<file path="config.mk">
export PLATFORM = sky130hd
export DESIGN_NAME = add_round_key_sched
export DESIGN_NICKNAME = d
export VERILOG_FILES = /design/src/rtl/add_round_key_sched_pkg.sv /design/src/rtl/add_round_key_sched_aes_sbox.sv /design/src/rtl/add_round_key_sched.sv
export SDC_FILE = /design/constraint.sdc
export NUM_CORES = 2
export LEC_CHECK = 0
export CORE_ASPECT_RATIO = 1.5
export CORE_MARGIN = 2
export CORE_UTILIZATION = 60
export DETAILED_ROUTE_END_ITERATION = 8
export MAX_ROUTING_LAYER = met4
export PLACE_DENSITY = 0.84
export REMOVE_ABC_BUFFERS = 1
export SYNTH_ARGS = -nofsm -noshare
export SYNTH_HDL_FRONTEND = slang
export SYNTH_SLANG_ARGS = --single-unit
</file>
<file path="constraint.sdc">
create_clock -name CLK -period 33.8 [get_ports CLK]
set_input_delay 6.76 -clock CLK [delete_from_list [all_inputs] [get_ports CLK]]
set_output_delay 6.76 -clock CLK [all_outputs]
set_load 0.02 [all_outputs]
</file>
<file path="src/rtl/add_round_key_sched_pkg.sv">
// Shared AES-128 definitions for the AddRoundKey / key-schedule slice:
// round count, Rcon table, FSM encoding and byte/column geometry.
package add_round_key_sched_pkg;

    localparam int AES_NR = 10;

    localparam int BYTE_W = 8;
    localparam int COL_W  = 32;
    localparam int N_COLS = 4;
    localparam int BLK_W  = COL_W * N_COLS;

    localparam logic [7:0] AES_RCON [0:AES_NR-1] = '{
        8'h01, 8'h02, 8'h04, 8'h08, 8'h10,
        8'h20, 8'h40, 8'h80, 8'h1b, 8'h36
    };

    typedef enum logic [1:0] {
        ST_IDLE  = 2'd0,
        ST_READY = 2'd1,
        ST_DONE  = 2'd2
    } ark_state_e;

    // Rcon byte used when stepping the key from round cnt to round cnt+1.
    function automatic logic [7:0] rcon_for(input logic [3:0] cnt);
        logic [7:0] rc;
        rc = 8'h00;
        if (int'(cnt) < AES_NR) begin
            rc = AES_RCON[cnt];
        end
        return rc;
    endfunction

    // Row r of a column sits at bits [8r+7:8r]; row1 moves down to row0.
    function automatic logic [COL_W-1:0] rot_word(input logic [COL_W-1:0] w);
        return {w[BYTE_W-1:0], w[COL_W-1:BYTE_W]};
    endfunction

endpackage

</file>
<file path="src/rtl/add_round_key_sched_aes_sbox.sv">
// Combinational AES S-box: multiplicative inverse in GF(2^8) followed by
// the FIPS-197 affine transform. Shared with the SubBytes stage.
module aes_sbox
    import add_round_key_sched_pkg::*;
(
    input  logic [BYTE_W-1:0] sbox_in,
    output logic [BYTE_W-1:0] sbox_out
);

    function automatic logic [7:0] gf_mul(input logic [7:0] a, input logic [7:0] b);
        logic [7:0] acc;
        logic [7:0] sh;
        acc = 8'h00;
        sh  = a;
        for (int i = 0; i < 8; i++) begin
            if (b[i]) begin
                acc = acc ^ sh;
            end
            sh = {sh[6:0], 1'b0} ^ (sh[7] ? 8'h1b : 8'h00);
        end
        return acc;
    endfunction

    // x^254 == x^-1 for nonzero x, and maps 0 to 0 as the S-box needs.
    function automatic logic [7:0] gf_inv(input logic [7:0] x);
        logic [7:0] x2, x3, x6, x12, x15, x30, x60, x120, x240, x252;
        x2   = gf_mul(x, x);
        x3   = gf_mul(x2, x);
        x6   = gf_mul(x3, x3);
        x12  = gf_mul(x6, x6);
        x15  = gf_mul(x12, x3);
        x30  = gf_mul(x15, x15);
        x60  = gf_mul(x30, x30);
        x120 = gf_mul(x60, x60);
        x240 = gf_mul(x120, x120);
        x252 = gf_mul(x240, x12);
        return gf_mul(x252, x2);
    endfunction

    logic [7:0] inv_b;

    always_comb begin
        inv_b    = gf_inv(sbox_in);
        sbox_out = inv_b
                 ^ {inv_b[6:0], inv_b[7]}
                 ^ {inv_b[5:0], inv_b[7:6]}
                 ^ {inv_b[4:0], inv_b[7:5]}
                 ^ {inv_b[3:0], inv_b[7:4]}
                 ^ 8'h63;
    end

endmodule

</file>
<file path="src/rtl/add_round_key_sched.sv">
// AddRoundKey with an on-the-fly AES-128 key schedule (one key register,
// advanced per accepted state). Optional macro KEY_REWIND_EN rewinds the
// schedule to the cipher key after round 10 for back-to-back blocks.
module add_round_key_sched
    import add_round_key_sched_pkg::*;
#(
    parameter int NR = AES_NR
) (
    input  logic              CLK,
    input  logic              RST,
    input  logic [BLK_W-1:0]  Key_in,
    input  logic              Key_load,
    input  logic [BLK_W-1:0]  Data_in,
    input  logic              Data_valid,
    output logic              In_ready,
    output logic [BLK_W-1:0]  Data_out,
    output logic              Out_valid,
    output logic [3:0]        Round,
    output logic              Done
);

    localparam logic [3:0] LAST_RND = 4'(NR);

    ark_state_e state_q, state_d;
    logic [BLK_W-1:0] key_q, key_d;
    logic [BLK_W-1:0] data_out_q, data_out_d;
    logic [3:0]       cnt_q, cnt_d;
    logic [3:0]       round_q, round_d;
    logic             out_valid_q, out_valid_d;
    logic             done_q, done_d;
`ifdef KEY_REWIND_EN
    logic [BLK_W-1:0] cipher_q, cipher_d;
`endif

    logic             in_ready;
    logic             accept;

    logic [N_COLS-1:0][COL_W-1:0] w_cur;
    logic [N_COLS-1:0][COL_W-1:0] w_nxt;
    logic [COL_W-1:0] rot_w;
    logic [COL_W-1:0] sub_w;
    logic [COL_W-1:0] t_w;
    logic [BLK_W-1:0] next_key;

    assign w_cur = key_q;
    assign rot_w = rot_word(w_cur[N_COLS-1]);

    for (genvar i = 0; i < N_COLS; i++) begin : g_subword
        aes_sbox u_sbox (
            .sbox_in  (rot_w[BYTE_W*i +: BYTE_W]),
            .sbox_out (sub_w[BYTE_W*i +: BYTE_W])
        );
    end

    // Rcon lands on row 0 only, i.e. the low byte of the column.
    always_comb begin
        t_w      = sub_w ^ {{(COL_W-BYTE_W){1'b0}}, rcon_for(cnt_q)};
        w_nxt[0] = w_cur[0] ^ t_w;
        w_nxt[1] = w_cur[1] ^ w_nxt[0];
        w_nxt[2] = w_cur[2] ^ w_nxt[1];
        w_nxt[3] = w_cur[3] ^ w_nxt[2];
        next_key = w_nxt;
    end

    assign in_ready = (state_q == ST_READY) && !Key_load;
    assign accept   = Data_valid && in_ready;

    always_comb begin
        state_d     = state_q;
        key_d       = key_q;
        cnt_d       = cnt_q;
        data_out_d  = data_out_q;
        out_valid_d = 1'b0;
        round_d     = round_q;
`ifdef KEY_REWIND_EN
        done_d      = 1'b0;
        cipher_d    = cipher_q;
`else
        done_d      = done_q;
`endif

        if (Key_load) begin
            // Key_load wins over a same-cycle Data_valid; that data is dropped.
            key_d   = Key_in;
            cnt_d   = 4'd0;
            state_d = ST_READY;
            done_d  = 1'b0;
`ifdef KEY_REWIND_EN
            cipher_d = Key_in;
`endif
        end else if (accept) begin
            data_out_d  = Data_in ^ key_q;
            out_valid_d = 1'b1;
            round_d     = cnt_q;
            if (cnt_q == LAST_RND) begin
                done_d = 1'b1;
`ifdef KEY_REWIND_EN
                key_d  = cipher_q;
                cnt_d  = 4'd0;
`else
                state_d = ST_DONE;
`endif
            end else begin
                key_d = next_key;
                cnt_d = cnt_q + 4'd1;
            end
        end
    end

    always_ff @(posedge CLK) begin
        if (RST) begin
            state_q     <= ST_IDLE;
            key_q       <= '0;
            cnt_q       <= '0;
            data_out_q  <= '0;
            out_valid_q <= 1'b0;
            round_q     <= '0;
            done_q      <= 1'b0;
`ifdef KEY_REWIND_EN
            cipher_q    <= '0;
`endif
        end else begin
            state_q     <= state_d;
            key_q       <= key_d;
            cnt_q       <= cnt_d;
            data_out_q  <= data_out_d;
            out_valid_q <= out_valid_d;
            round_q     <= round_d;
            done_q      <= done_d;
`ifdef KEY_REWIND_EN
            cipher_q    <= cipher_d;
`endif
        end
    end

    assign In_ready  = in_ready;
    assign Data_out  = data_out_q;
    assign Out_valid = out_valid_q;
    assign Round     = round_q;
    assign Done      = done_q;

endmodule

</file>
## Yosys cells after proc, flatten, opt, wreduce, memory -nomap -nowiden

Memory sizes are Yosys's and may differ from the RTL's.
Index checks and enable logic that the tools add are counted.
Widths: inputs -> output; s select.

| cells by class | value |
|---|---|
| reductions and logical operators | 11 |
| add/sub/neg operators | 1 |
| equal/unequal tests | 3 |
| bitwise operators | 645 |
| magnitude comparators | 2 |
| multiplexer cells | 670 |

Operators by type and width:

| kind | count |
|---|---|
| $xor 8x8->8 | 632 |
| $mux 8 | 355 |
| $mux 5 | 308 |
| $mux 128 | 3 |
| $xor 128x128->128 | 1 |
| $xor 32x32->32 | 4 |
| $xor 32x8->32 | 1 |
| $not 4->4 | 4 |
| $reduce_and 2->1 | 5 |
| $ge 5x5->1 const B | 1 |
| $not 4->5 | 1 |
| $add 4x1->4 const B | 1 |
| $eq 4x4->1 const B | 1 |
| $lt 4x4->1 const B | 1 |
| $mux 1 | 4 |
| $reduce_bool 2->1 | 2 |
| $eq 2x1->1 const B | 1 |
| $logic_and 1x1->1 | 2 |
| $ne 2x2->1 const B | 1 |
| $not 1->1 | 2 |
| $reduce_or 2->1 | 1 |
| $logic_not 1->1 | 1 |

| storage, ports and cells | value |
|---|---|
| ROM bits | 128 |
| output and inout bits | 135 |
| memories | 1 |
| bits in registers | 267 |

Memory list:

| memory | depth | bits a word | read ports | clocked after memory_dff | write ports | RTL line | text |
|---|---|---|---|---|---|---|---|
| (name not given) | 16 | 8 | 1 | 0 | 0 | add_round_key_sched_pkg.sv:28 | `rc = AES_RCON[cnt];` |

## Logic depth before layout (Yosys ltp)

| depth | value |
|---|---|
| depth in word-level cells | 189 |
| mapped depth | 83 |

## Hierarchy

A second synthesis with hierarchy kept.

| second synthesis, totals | value |
|---|---|
| cell total of the unflattened synthesis | 6842 |
| area total of the unflattened synthesis | 55893.6 µm² |

By module, submodules not included:

| module | area an instance (µm²) | sequential area each (µm²) | cells an instance | times used |
|---|---|---|---|---|
| aes_sbox | 10839.1 | 0.0 | 1346 | 4 |
| add_round_key_sched | 12537.0 | 5345.1 | 1458 | 1 |

## Worst setup path before layout

Ideal clock, no wire load.

| path | value |
|---|---|
| path kind | reg-to-reg |
| from | reg key_q[96] |
| to | reg key_q[88] |
| required time | 33.680 ns |
| cell stages (with the launch flop) | 78 |
| setup slack | 15.511 ns |
| data arrival time | 18.169 ns |
| path buffers | 7 |
| library setup time | 0.120 ns |
| clock period less this slack | 18.289 ns |
| cells stage by stage | dfxtp_1 ha_1 buf_2 nor2b_1 xnor2_1 a21oi_1 xnor2_2 xor3_1 xnor2_1 nand2_1 xor3_1 xnor2_2 inv_2 clkbuf_1 clkbuf_1 ha_1 clkbuf_1 and2_1 (+42 left out) buf_2 mux2i_1 o22ai_1 xnor2_2 xnor2_4 xor3_1 buf_4 nor2_1 xor2_1 xnor3_1 xnor2_1 xnor2_1 xnor2_2 xor2_2 xnor2_2 xnor2_1 and3_1 o31a_1 |

| on the way | value |
|---|---|
| longest elaborated chain between the ends | 181 |
| elaborated cells between the ends (all ways) | 324 |
| those cells by class | mux: 161; bitwise: 163 |

Ends and longest elaborated chain:

| item | RTL line | text |
|---|---|---|
| start: declaration | add_round_key_sched.sv:25 | `logic [BLK_W-1:0] key_q, key_d;` |
| start signal: assignment | add_round_key_sched.sv:124 | `key_q <= key_d;` |
| $mux 8 | add_round_key_sched_aes_sbox.sv:16 | `if (b[i]) begin` |
| $xor 8x8->8 | add_round_key_sched_aes_sbox.sv:17 | `acc = acc ^ sh;` |
| $mux 8 | add_round_key_sched_aes_sbox.sv:16 |  |
| $xor 8x8->8 | add_round_key_sched_aes_sbox.sv:17 |  |
| $mux 8 | add_round_key_sched_aes_sbox.sv:16 |  |
| $xor 8x8->8 | add_round_key_sched_aes_sbox.sv:17 |  |
| $mux 8 | add_round_key_sched_aes_sbox.sv:16 |  |
| $xor 8x8->8 | add_round_key_sched_aes_sbox.sv:17 |  |
| (+165 left out) | -- |  |
| $not 4->4 (no line) (*) | -- |  |
| $xor 32x8->32 (*) | add_round_key_sched.sv:57 | `t_w = sub_w ^ {{(COL_W-BYTE_W){1'b0}}, rcon_for(cnt_q)};` |
| $xor 32x32->32 (*) | add_round_key_sched.sv:58 | `w_nxt[0] = w_cur[0] ^ t_w;` |
| $xor 32x32->32 (*) | add_round_key_sched.sv:59 | `w_nxt[1] = w_cur[1] ^ w_nxt[0];` |
| $xor 32x32->32 (*) | add_round_key_sched.sv:60 | `w_nxt[2] = w_cur[2] ^ w_nxt[1];` |
| $mux 128 (*) | add_round_key_sched.sv:95 | `if (cnt_q == LAST_RND) begin` |
| $mux 128 (*) | add_round_key_sched.sv:91 | `end else if (accept) begin` |
| $mux 128 (*) | add_round_key_sched.sv:82 | `if (Key_load) begin` |

Every way passes the cells marked *; elsewhere a longest branch is shown, timed or not. The select of a mux whose other input is x is not followed.
A chain may end at the register's enable or synchronous reset.

## Final worst setup path

| path | value |
|---|---|
| from | reg key_q[112] |
| to | reg key_q[110] |

| on the way | value |
|---|---|
| longest elaborated chain between the ends | 182 |
| elaborated cells between the ends (all ways) | 325 |
| those cells by class | mux: 161; bitwise: 164 |

Ends and longest elaborated chain:

| item | RTL line | text |
|---|---|---|
| $mux 8 | add_round_key_sched_aes_sbox.sv:16 |  |
| $xor 8x8->8 | add_round_key_sched_aes_sbox.sv:17 |  |
| $mux 8 | add_round_key_sched_aes_sbox.sv:16 |  |
| $xor 8x8->8 | add_round_key_sched_aes_sbox.sv:17 |  |
| $mux 8 | add_round_key_sched_aes_sbox.sv:16 |  |
| $xor 8x8->8 | add_round_key_sched_aes_sbox.sv:17 |  |
| $mux 8 | add_round_key_sched_aes_sbox.sv:16 |  |
| $xor 8x8->8 | add_round_key_sched_aes_sbox.sv:17 |  |
| (+166 left out) | -- |  |
| $xor 32x8->32 (*) | add_round_key_sched.sv:57 |  |
| $xor 32x32->32 (*) | add_round_key_sched.sv:58 |  |
| $xor 32x32->32 (*) | add_round_key_sched.sv:59 |  |
| $xor 32x32->32 (*) | add_round_key_sched.sv:60 |  |
| $xor 32x32->32 (*) | add_round_key_sched.sv:61 | `w_nxt[3] = w_cur[3] ^ w_nxt[2];` |
| $mux 128 (*) | add_round_key_sched.sv:95 |  |
| $mux 128 (*) | add_round_key_sched.sv:91 |  |
| $mux 128 (*) | add_round_key_sched.sv:82 |  |

Marked as above.

==> out/metrics.yaml <==
outcome: "complete, no violations"
synth_ff_type: "dfxtp_1"
totalNegativeSetupSlack_ns: 0
synth.area.top_cells: "xnor2_1, xnor3_1, dfxtp_1"
drive_gt1_share_pct: 8.26
slew_violations: 0
drt_iter0_drc: 4625
fp.dieH_microns: 384
die_w_microns: 257
vias: 53000
rsz0062_at_grt: "no"
io_buffers: 394
syn2layout_area_growth_pct: 9.78
min_period_over_period_pct: 70.5
cts_setup_buffers: 0
cts.sinks: 267
syn_area_sq_mm: 0.0576
clk_latency_ns: 0.65
syn_area_per_cell_sq_um: 8.06
routed_via_density: 6.21
ctsResizeCount: 0
cts_hold_buf: 0
grt_overflow: 0
clock-root-buffer: "clkbuf_16"
path_max_fanout: 22
cp_slowest_stage_delay_ns: 1.08
ys_seq_area_share_pct: 9.28
grt_pass1_vias: 51200
cts_tree: "done"
htreeDepth: 1
synth.top_cell.area_share_pct: 20.5
fp.dieArea_sq_mm: 0.0986
clkTransAtPathRegs_ns: 0.06
max_freq_ghz: 0.0420
synthCells: 7153
routabilityCongestion: 1.01
skew_ns: 0.0388
grt_use_total_pct: 34.4
setup_viol: 0
drv_cap: 0
post-dp-hpwl_microns: 128000
clockBufferDepth: 3
tightestPinTransition_ns: 1.31
synth_top_area_cell: "xnor2_1"
routed_wl_microns: 173000
yosys_register_bits: 267
grt_max_degree: 123
nets: 7540
wire_per_inst_microns: 20.2
start_util_pct: 60.4
hold_path_class: "reg2reg"
firstDrtPassIters: 8
cpMaxStageDelayCell: "dfxtp_1"
timing.critical_path.mode_cell: "xnor2_1"
fin_crit_ns: 23.83
hold_violations: 0
ys_warn_count: 0
drc_errors: 0
yosysUniqueCellTypes: 129
row_count: 139
final_antenna_net_count: 0
numCtsBuffers: 29
antenna_found_initial: 10
synthArstFlopShare_pct: 0
cp.arrival_ns: 24.34
grt_first_pass_wirelength_microns: 272000
crit_path_end_kind: "register"
core_area_sq_mm: 0.0955
crit_required_ns: 34.31
relSlewSlack_pct: 11.7
worstSetupPathType: "reg2reg"
synth_edf_count: 0
ios: 395
worstSetupStartpointType: "register"
per-stage QoR:
stage,utilization [%],instances,worst slack (ns),cell area (sq um),hold WS (ns)
2_1_floorplan,-,6669,12.11,55500,0.443
5_1_grt,66.3,8545,8.28,63300,0.495
3_3_place_gp,65.2,8484,10.50,62200,0.449
6_report,66.3,8546,9.97,63300,0.459
3_5_place_dp,65.2,8484,10.24,62200,0.457
4_1_cts,66.2,8536,10.10,63200,0.465
metal layers:
layer,track usage [%],share of wire [%]
met1,38.5,37
met2,61.1,51
met3,3.48,7.0
met4,17.0,5.1
met5,-,0
cells in the final DEF (no fill, tap or decap), types with 89 or more instances in the layout:
cell	synthesis	final
buf_4	41	152
inv_1	89	89
nand3_1	133	133
clkdlybuf4s50_1	0	392
nand2_1	658	657
dfxtp_1	267	266
nor3_1	141	141
a21oi_1	374	373
xor2_1	414	413
nor2_1	882	881
mux2i_1	182	182
xnor3_1	278	278
xnor2_1	1346	1338
a211oi_1	173	173
xnor2_2	107	115
o21ai_0	175	175
final timing paths:
| check | cells past startpoint | to | startpoint | slack (ns) |
|---|---|---|---|---|
| max | 64 | key_q[110]$_SDFFE_PP0P_ | key_q[112]$_SDFFE_PP0P_ | 9.97 |
| min | 2 | Round[0]$_SDFFE_PP0P_ | Round[0]$_SDFFE_PP0P_ | 0.46 |
| max reg2reg | 64 | key_q[110]$_SDFFE_PP0P_ | key_q[112]$_SDFFE_PP0P_ | 9.97 |
| min reg2reg | 2 | Round[0]$_SDFFE_PP0P_ | Round[0]$_SDFFE_PP0P_ | 0.46 |
cells in the mapped netlist, drive strengths merged, types with 26 or more instances:
cell type  number
o21ai         217
clkbuf        292
o211ai         51
a22oi          71
a21oi         381
dfxtp         267
xnor3         304
xor3           52
and3           58
xnor2        1470
nor3          146
inv           117
and2           53
nand2b         74
o22ai          66
nand2         658
nor2          887
nand3         133
a211oi        181
buf           192
mux2i         183
or3            47
mux2           66
a221oi         50
a21o           37
nand4          26
nor2b          68
a31oi          64
ha             34
xor2          464
flip-flops by register name, indices dropped and copies added (netlist names):
register	cells
Data_out	128
key_q	128
Round	4
cnt_q	4
Done	1
Out_valid	1
state_q	1
layout make-up:
type / instances / area [sq um]
multi-input combinational: 6269 / 49700
fill: 7902 / 32200
sequential: 267 / 5350
timing repair buffer: 546 / 5090
tap: 1269 / 1590
clock buffer: 38 / 830
inverter: 133 / 505
clock inverter: 14 / 180
antenna: 10 / 25.0
worst max-delay path: cells and delay by family, from the launching register on:
family	cells	cell delay (ns)
and+or+nand+nor	12	2.25
buffers and inverters	7	2.57
muxes	1	0.08
DFF	1	1.08
xor gates and xnor gates	27	12.27
adders and majority gates	6	2.91
AOI/OAI and AO/OA	11	2.48
cells by family (layout without fill, tap and decap cells):
group	count (synthesis)	after routing	share of synthesized area, %
adder cells (fa/ha/maj)	34	34	0.738
AO/OA/AOI/OAI	1422	1422	16.9
multiplexers	252	252	4.61
buffers and inverters	617	731	4.65
flip-flops	267	267	9.28
XOR/XNOR	2290	2290	46.1
AND/OR/NAND/NOR	2271	2271	17.7
other	0	10	0
Power is left out: the tool's default activity adds up to more than one toggle a clock period on the data nets, which glitch-free logic cannot reach.
